==> src/rtl/muldiv_unit_pkg.sv <==
// muldiv_unit_pkg
//   Shared encodings for the iterative RV32M multiply/divide unit:
//   - op encodings (funct3 of the M-extension instructions)
//   - FSM state encodings
//   - small decode helpers for operand signedness
package muldiv_unit_pkg;

  localparam int unsigned MD_OP_WIDTH    = 3;
  localparam int unsigned MD_STATE_WIDTH = 2;

  localparam logic [MD_OP_WIDTH-1:0] MD_MUL    = 3'd0;
  localparam logic [MD_OP_WIDTH-1:0] MD_MULH   = 3'd1;
  localparam logic [MD_OP_WIDTH-1:0] MD_MULHSU = 3'd2;
  localparam logic [MD_OP_WIDTH-1:0] MD_MULHU  = 3'd3;
  localparam logic [MD_OP_WIDTH-1:0] MD_DIV    = 3'd4;
  localparam logic [MD_OP_WIDTH-1:0] MD_DIVU   = 3'd5;
  localparam logic [MD_OP_WIDTH-1:0] MD_REM    = 3'd6;
  localparam logic [MD_OP_WIDTH-1:0] MD_REMU   = 3'd7;

  localparam logic [MD_STATE_WIDTH-1:0] MD_IDLE = 2'd0;
  localparam logic [MD_STATE_WIDTH-1:0] MD_CALC = 2'd1;
  localparam logic [MD_STATE_WIDTH-1:0] MD_FIN  = 2'd2;

  // rs1 is treated as signed for MUL, MULH, MULHSU, DIV and REM.
  function automatic logic md_a_signed(input logic [MD_OP_WIDTH-1:0] op);
    return (op == MD_MUL) || (op == MD_MULH) || (op == MD_MULHSU) ||
           (op == MD_DIV) || (op == MD_REM);
  endfunction

  // rs2 is treated as signed for MUL, MULH, DIV and REM.
  function automatic logic md_b_signed(input logic [MD_OP_WIDTH-1:0] op);
    return (op == MD_MUL) || (op == MD_MULH) ||
           (op == MD_DIV) || (op == MD_REM);
  endfunction

endpackage

==> src/rtl/muldiv_unit.sv <==
// muldiv_unit
//   Iterative RV32M multiply/divide unit. One operation takes XLEN+1 cycles
//   after the start edge; multiply is radix-2 shift-add, divide is restoring.
//   Both datapaths run on unsigned magnitudes and the sign is fixed up in FIN.
//
// Ports
//   clk    in   system clock, rising edge
//   rst    in   asynchronous active-high reset
//   start  in   operation request, sampled only while idle
//   flush  in   synchronous kill of any in-flight operation
//   op     in   funct3 operation select (MUL..REMU)
//   src_a  in   rs1 operand
//   src_b  in   rs2 operand
//   busy   out  operation in flight
//   done   out  one-cycle pulse, result valid
//   result out  registered result, held until the next done
module muldiv_unit
  import muldiv_unit_pkg::*;
#(
  parameter int unsigned XLEN = 32
) (
  input  logic                   clk,
  input  logic                   rst,
  input  logic                   start,
  input  logic                   flush,
  input  logic [MD_OP_WIDTH-1:0] op,
  input  logic [XLEN-1:0]        src_a,
  input  logic [XLEN-1:0]        src_b,
  output logic                   busy,
  output logic                   done,
  output logic [XLEN-1:0]        result
);

  localparam int unsigned CNT_W = $clog2(XLEN) + 1;

  function automatic logic [XLEN-1:0] mag(input logic [XLEN-1:0] v, input logic neg);
    return neg ? (~v + 1'b1) : v;
  endfunction

  function automatic logic [2*XLEN-1:0] neg2(input logic [2*XLEN-1:0] v, input logic neg);
    return neg ? (~v + 1'b1) : v;
  endfunction

  logic [MD_STATE_WIDTH-1:0] state_q, state_d;
  logic [CNT_W-1:0]          cnt_q, cnt_d;
  logic [MD_OP_WIDTH-1:0]    op_q, op_d;
  logic                      sa_q, sa_d;       // rs1 negative (signed ops only)
  logic                      sb_q, sb_d;       // rs2 negative (signed ops only)
  logic                      bzero_q, bzero_d;
  logic [XLEN-1:0]           a_raw_q, a_raw_d; // unmodified rs1 for REM by zero
  logic [XLEN-1:0]           b_mag_q, b_mag_d;
  logic [2*XLEN-1:0]         prod_q, prod_d;
  logic [XLEN-1:0]           quo_q, quo_d;
  logic [XLEN-1:0]           rem_q, rem_d;
  logic [XLEN-1:0]           result_q, result_d;
  logic                      done_q, done_d;

  // Operand preparation at the start edge.
  logic            a_neg, b_neg;
  logic [XLEN-1:0] a_mag, b_mag;

  assign a_neg = md_a_signed(op) & src_a[XLEN-1];
  assign b_neg = md_b_signed(op) & src_b[XLEN-1];
  assign a_mag = mag(src_a, a_neg);
  assign b_mag = mag(src_b, b_neg);

  // Shift-add step: add the multiplicand into the upper half when the
  // multiplier LSB is set; the carry lands in the bit shifted back down.
  logic [XLEN:0] mul_sum;
  assign mul_sum = {1'b0, prod_q[2*XLEN-1:XLEN]} +
                   {1'b0, (prod_q[0] ? b_mag_q : {XLEN{1'b0}})};

  // Restoring step. The trial remainder is < 2*divisor, so the difference
  // is negative exactly when its top bit is set.
  logic [XLEN:0] div_trial, div_diff;
  logic          div_ge;
  assign div_trial = {rem_q, quo_q[XLEN-1]};
  assign div_diff  = div_trial - {1'b0, b_mag_q};
  assign div_ge    = ~div_diff[XLEN];

  // Sign-corrected final result, consumed in FIN.
  logic [2*XLEN-1:0] prod_fix;
  logic [XLEN-1:0]   quo_fix, rem_fix, fin_result;

  assign prod_fix = neg2(prod_q, sa_q ^ sb_q);
  assign quo_fix  = mag(quo_q, sa_q ^ sb_q);
  assign rem_fix  = mag(rem_q, sa_q);

  always_comb begin
    fin_result = '0;
    case (op_q)
      MD_MUL:                       fin_result = prod_fix[XLEN-1:0];
      MD_MULH, MD_MULHSU, MD_MULHU: fin_result = prod_fix[2*XLEN-1:XLEN];
      MD_DIV, MD_DIVU:              fin_result = bzero_q ? '1 : quo_fix;
      MD_REM, MD_REMU:              fin_result = bzero_q ? a_raw_q : rem_fix;
      default:                      fin_result = '0;
    endcase
  end

  always_comb begin
    state_d  = state_q;
    cnt_d    = cnt_q;
    op_d     = op_q;
    sa_d     = sa_q;
    sb_d     = sb_q;
    bzero_d  = bzero_q;
    a_raw_d  = a_raw_q;
    b_mag_d  = b_mag_q;
    prod_d   = prod_q;
    quo_d    = quo_q;
    rem_d    = rem_q;
    result_d = result_q;
    done_d   = 1'b0;

    if (flush) begin
      state_d = MD_IDLE;
    end else begin
      case (state_q)
        MD_IDLE: begin
          if (start) begin
            state_d = MD_CALC;
            cnt_d   = '0;
            op_d    = op;
            sa_d    = a_neg;
            sb_d    = b_neg;
            bzero_d = (src_b == '0);
            a_raw_d = src_a;
            b_mag_d = b_mag;
            prod_d  = {{XLEN{1'b0}}, a_mag};
            quo_d   = a_mag;
            rem_d   = '0;
          end
        end
        MD_CALC: begin
          // Both datapaths step every cycle so latency never depends on op.
          prod_d = {mul_sum, prod_q[XLEN-1:1]};
          quo_d  = {quo_q[XLEN-2:0], div_ge};
          rem_d  = div_ge ? div_diff[XLEN-1:0] : div_trial[XLEN-1:0];
          cnt_d  = cnt_q + CNT_W'(1);
          if (cnt_q == CNT_W'(XLEN - 1)) begin
            state_d = MD_FIN;
          end
        end
        MD_FIN: begin
          state_d  = MD_IDLE;
          result_d = fin_result;
          done_d   = 1'b1;
        end
        default: state_d = MD_IDLE;
      endcase
    end
  end

  always_ff @(posedge clk or posedge rst) begin
    if (rst) begin
      state_q  <= MD_IDLE;
      cnt_q    <= '0;
      op_q     <= '0;
      sa_q     <= 1'b0;
      sb_q     <= 1'b0;
      bzero_q  <= 1'b0;
      a_raw_q  <= '0;
      b_mag_q  <= '0;
      prod_q   <= '0;
      quo_q    <= '0;
      rem_q    <= '0;
      result_q <= '0;
      done_q   <= 1'b0;
    end else begin
      state_q  <= state_d;
      cnt_q    <= cnt_d;
      op_q     <= op_d;
      sa_q     <= sa_d;
      sb_q     <= sb_d;
      bzero_q  <= bzero_d;
      a_raw_q  <= a_raw_d;
      b_mag_q  <= b_mag_d;
      prod_q   <= prod_d;
      quo_q    <= quo_d;
      rem_q    <= rem_d;
      result_q <= result_d;
      done_q   <= done_d;
    end
  end

  assign busy   = (state_q != MD_IDLE);
  assign done   = done_q;
  assign result = result_q;

endmodule

==> config.mk <==
export PLATFORM = sky130hd
export DESIGN_NAME = muldiv_unit
export DESIGN_NICKNAME = d
export VERILOG_FILES = /design/src/rtl/muldiv_unit_pkg.sv /design/src/rtl/muldiv_unit.sv
export SDC_FILE = /design/constraint.sdc
export NUM_CORES = 1
export LEC_CHECK = 0
export CAP_MARGIN = 20
export CELL_PAD_IN_SITES_DETAIL_PLACEMENT = 1
export CELL_PAD_IN_SITES_GLOBAL_PLACEMENT = 2
export CORE_MARGIN = 2
export CORE_UTILIZATION = 39
export CTS_CLUSTER_SIZE = 8
export DETAILED_ROUTE_END_ITERATION = 8
export PLACE_DENSITY = 0.93
export SETUP_SLACK_MARGIN = 0.1
export SYNTH_ARGS = -nofsm -noshare
export SYNTH_HDL_FRONTEND = slang
export SYNTH_SLANG_ARGS = --single-unit
==> constraint.sdc <==
create_clock -name clk -period 20 [get_ports clk]
set_clock_uncertainty 0.1 [all_clocks]
set_input_delay 6 -clock clk [delete_from_list [all_inputs] [get_ports clk]]
set_output_delay 6 -clock clk [all_outputs]
set_load 0.01 [all_outputs]
==> flow_metrics.py <==
metrics = {
    "placement": {
        "gp_congestion": 0.9620,
        "placed_area_mm2": 0.01952,
        "io_buffers": 104,
        "place_hpwl_mm": 53.36,
    },
    "floorplanning": {
        "initial_core_util_pct": 39.56,
        "die_w_um": 218.8,
        "die_area_mm2": 0.04786,
        "boundaryPins": 105,
        "rows": 78,
        "dieHeight_um": 218.8,
        "core-area_mm2": 0.04548,
    },
    "synth": {
        "postSynthCellCount": 2296,
        "synth_nets": 2439,
        "synth_top_family_by_area": "compound AO/OA/AOI/OAI gates",
        "synthXorXnorAreaFrac_pct": 10.81,
        "synth_compound_area_share_pct": 24.29,
        "synth.area.mux_share_pct": 1.620,
        "synth.ff_latch_count": 239,
        "synth_top_flop_cell": "dfrtp_1",
        "synth_edf_count": 0,
        "synthAdderAreaFrac_pct": 5.091,
        "synth.cell_area_mm2": 0.01799,
        "synth_seq_area_share_pct": 33.24,
        "synth-simple-area-share_pct": 20.45,
        "async_flop_share_pct": 100.0,
        "ys.warnings.count": 0,
        "yosys.cell_types.count": 83,
        "syn_area_per_cell_um2": 7.836,
    },
    "timing": {
        "period_minus_slack_ns": 8.745,
        "holdWs_ns": 0.3759,
        "period_share_pct": 43.72,
        "max_freq_ghz": 0.1144,
        "setup_tns_ns": 0,
        "tightest_slew_ns": 1.028,
        "setup_violations": 0,
        "report.final.hold_viol_count": 0,
        "slew_violations": 0,
        "rsz0062_at_grt": "no",
        "relSlewSlack_pct": 30.77,
    },
    "cts": {
        "hold_buffers": 0,
        "cts_buffer_depth": 3,
        "path_clk_slew_ns": 0.05,
        "cts.htree.levels": 2,
        "cts_resized": 0,
        "cts_tree": "done",
        "clock_latency_ns": 0.57,
        "cts_buffers": 36,
        "cts_root_buf": "clkbuf_16",
        "cts_setup_buffers": 0,
        "clock_sinks": 239,
    },
    "hold_path": {
        "holdPathEnd": "b_mag_q[13]",
        "hold_path.class": "reg2reg",
        "min-delay-start": "b_mag_q[13]",
        "hold_depth": 2,
    },
    "drt": {
        "vias": 17830,
        "routedWlPerCell_um": 23.83,
        "drt_iter0_drc": 1364,
        "viasPerCell": 6.057,
        "antenna_left": 0,
        "wl_mm": 70.13,
        "drc": 0,
        "dr.pass1.iters": 6,
    },
    "pwr": {
        "pwr-share-comb_pct": 40.0,
        "p_int_w": 0.001213,
        "p_switching_w": 0.0009274,
        "power_w": 0.002141,
        "clkPwrFrac_pct": 27.0,
        "p_seq_share_pct": 33.0,
        "p_leak_nw": 8.763,
        "p_per_area_mw_per_mm2": 104.2,
        "vdd_drop_max_v": 0.00004416,
        "p_sw_share_pct": 43.33,
    },
    "finish": {
        "syn_to_final_growth_pct": 14.13,
        "diodes": 0,
        "n_fill_cell": 5591,
        "layout.nets": 2477,
        "drive_gt1_share_pct": 4.311,
        "fin_area_mm2": 0.02053,
    },
    "worst_setup_path": {
        "required_ns": 20.36,
        "reg2reg_setup_slack_ns": 15.30,
        "rr_startpoint": "prod_q[0]",
        "end_kind": "flop",
        "path_max_fanout": 5,
        "reg2regPathDepth": 12,
        "arrival_ns": 9.10,
        "worstReg2RegEnd": "prod_q[53]",
        "startpoint_type": "input pin",
        "crit_type": "in2reg",
    },
    "grt": {
        "grt.total_usage_pct": 29.49,
        "grt-ovfl-total": 0,
        "grt_pass1_wl_mm": 108.1,
        "antenna_found_initial": 3,
        "grt_pass1_vias": 18000,
        "grt_max_degree": 102,
    },
    "flow_run": {
        "maxCapViolCount": 0,
    },
    "run_status": {
        "outcome": "completed",
    },
}
sequential cells by signal, indices dropped and copies added, names as in the netlist, 2 cells and up:
signal	count
prod_q	64
result	32
b_mag_q	32
rem_q	32
state_q	2
op_q	3
cnt_q	6
quo_q	32
a_raw_q	32
cells in the final DEF (no fill, tap or decap), types with 6 or more instances in the layout:
master	count
a211oi_1	16
ha_1	70
o311ai_0	9
inv_1	86
nor2b_1	9
nor2_1	209
a22oi_1	7
clkdlybuf4s50_1	104
o21ai_0	262
o221ai_1	13
nand2_1	352
a31oi_1	29
o31ai_1	56
xor2_1	124
and2_1	11
o21a_1	16
buf_4	21
nand4_1	9
o41ai_1	14
nand2b_1	18
a21o_1	20
nor3b_1	6
or3_1	10
clkbuf_1	6
dfrtp_1	238
nor4_1	22
a21oi_1	181
xnor2_1	96
o21ai_1	6
clkbuf_16	38
nand3_1	43
and3_1	13
a32oi_1	7
mux2i_1	28
a22o_1	6
o211ai_1	11
o21bai_1	8
a221oi_1	11
nor3_1	49
or4_1	20
cells by family (layout without fill, tap and decap cells):
group,after synthesis,count (layout)
xor gates and xnor gates,222,222
and+or+nand+nor,807,807
buffers and inverters,213,260
muxes,29,29
DFF,239,239
adders and majority gates,72,72
AOI/OAI and AO/OA,714,714
how the worst max path moves through the flow:
stage | start | end | depth (start not counted)
after CTS | src_a[3] | prod_q[30] | 9
after detailed placement | src_a[3] | prod_q[30] | 9
after global placement | src_b[1] | b_mag_q[29] | 9
after global routing | src_a[3] | prod_q[30] | 9
final | src_a[3] | prod_q[30] | 9
after floorplan | rst | a_raw_q[0] | 1
cell usage after synthesis (28+ instances only):
cell	instances	area (µm²)
xnor2_1	97	849.6
a21oi_1	181	905.9
o31ai_1	56	420.4
dfrtp_1	239	5981
inv_1	87	326.6
clkbuf_1	111	416.7
a31oi_1	29	181.4
xor2_1	125	1095
mux2i_1	28	280.3
nand2_1	352	1321
nand3_1	43	215.2
ha_1	70	875.8
nor2_1	209	784.5
nor3_1	49	245.2
o21ai_0	262	1311
metrics by stage:
| step | setup WS (ns) | instances | utilization [%] |
|---|---|---|---|
| floorplan | 7.340 | 2296 | - |
| global placement | 10.84 | 2896 | 42.91 |
| detailed placement | 10.75 | 2896 | 42.91 |
| CTS | 11.32 | 2943 | 45.15 |
| global route | 11.06 | 2943 | 45.15 |
| finish | 11.26 | 2943 | 45.15 |
metal layers:
layer	share of wire (%)	vias to the layer above	wire, µm	global-route usage, %
met2	44	525	31110	45.26
li1	-	8221	-	-
met5	0.051	-	36	0
met4	3.4	6	2414	10.56
met3	6.4	122	4506	5.378
met1	46	8951	32070	41.45
cell type report:
type | instances | area [µm²] | area share (%)
sequential | 239 | 5982 | 29.13
inverter | 88 | 337.8 | 1.645
clock buffer | 46 | 1001 | 4.875
tap | 600 | 750.7 | 3.656
clock inverter | 1 | 16.27 | 0.07922
timing repair buffer | 125 | 1199 | 5.838
multi-input combinational | 1844 | 11250 | 54.77
power by group through the flow:
stage	combinational (W)	sequential [W]	clock, W
3_3_place_gp	0.000804	0.000706	0
5_1_grt	0.000935	0.000716	0.000603
6_report	0.000856	0.000707	0.000578
2_1_floorplan	0.000593	0.000640	0
3_5_place_dp	0.000830	0.000710	0
4_1_cts	0.000837	0.000703	0.000586
critical path, cell delays in order:
cell	delay (ns)
clkdlybuf4s50_1	0.49
or3_1	0.46
nor3b_1	0.50
nand3_1	0.37
o31ai_1	0.57
o21ai_0	0.21
xor2_1	0.17
nor2_1	0.07
a311oi_1	0.27
Note: power is estimated with default switching activity, not from simulation.
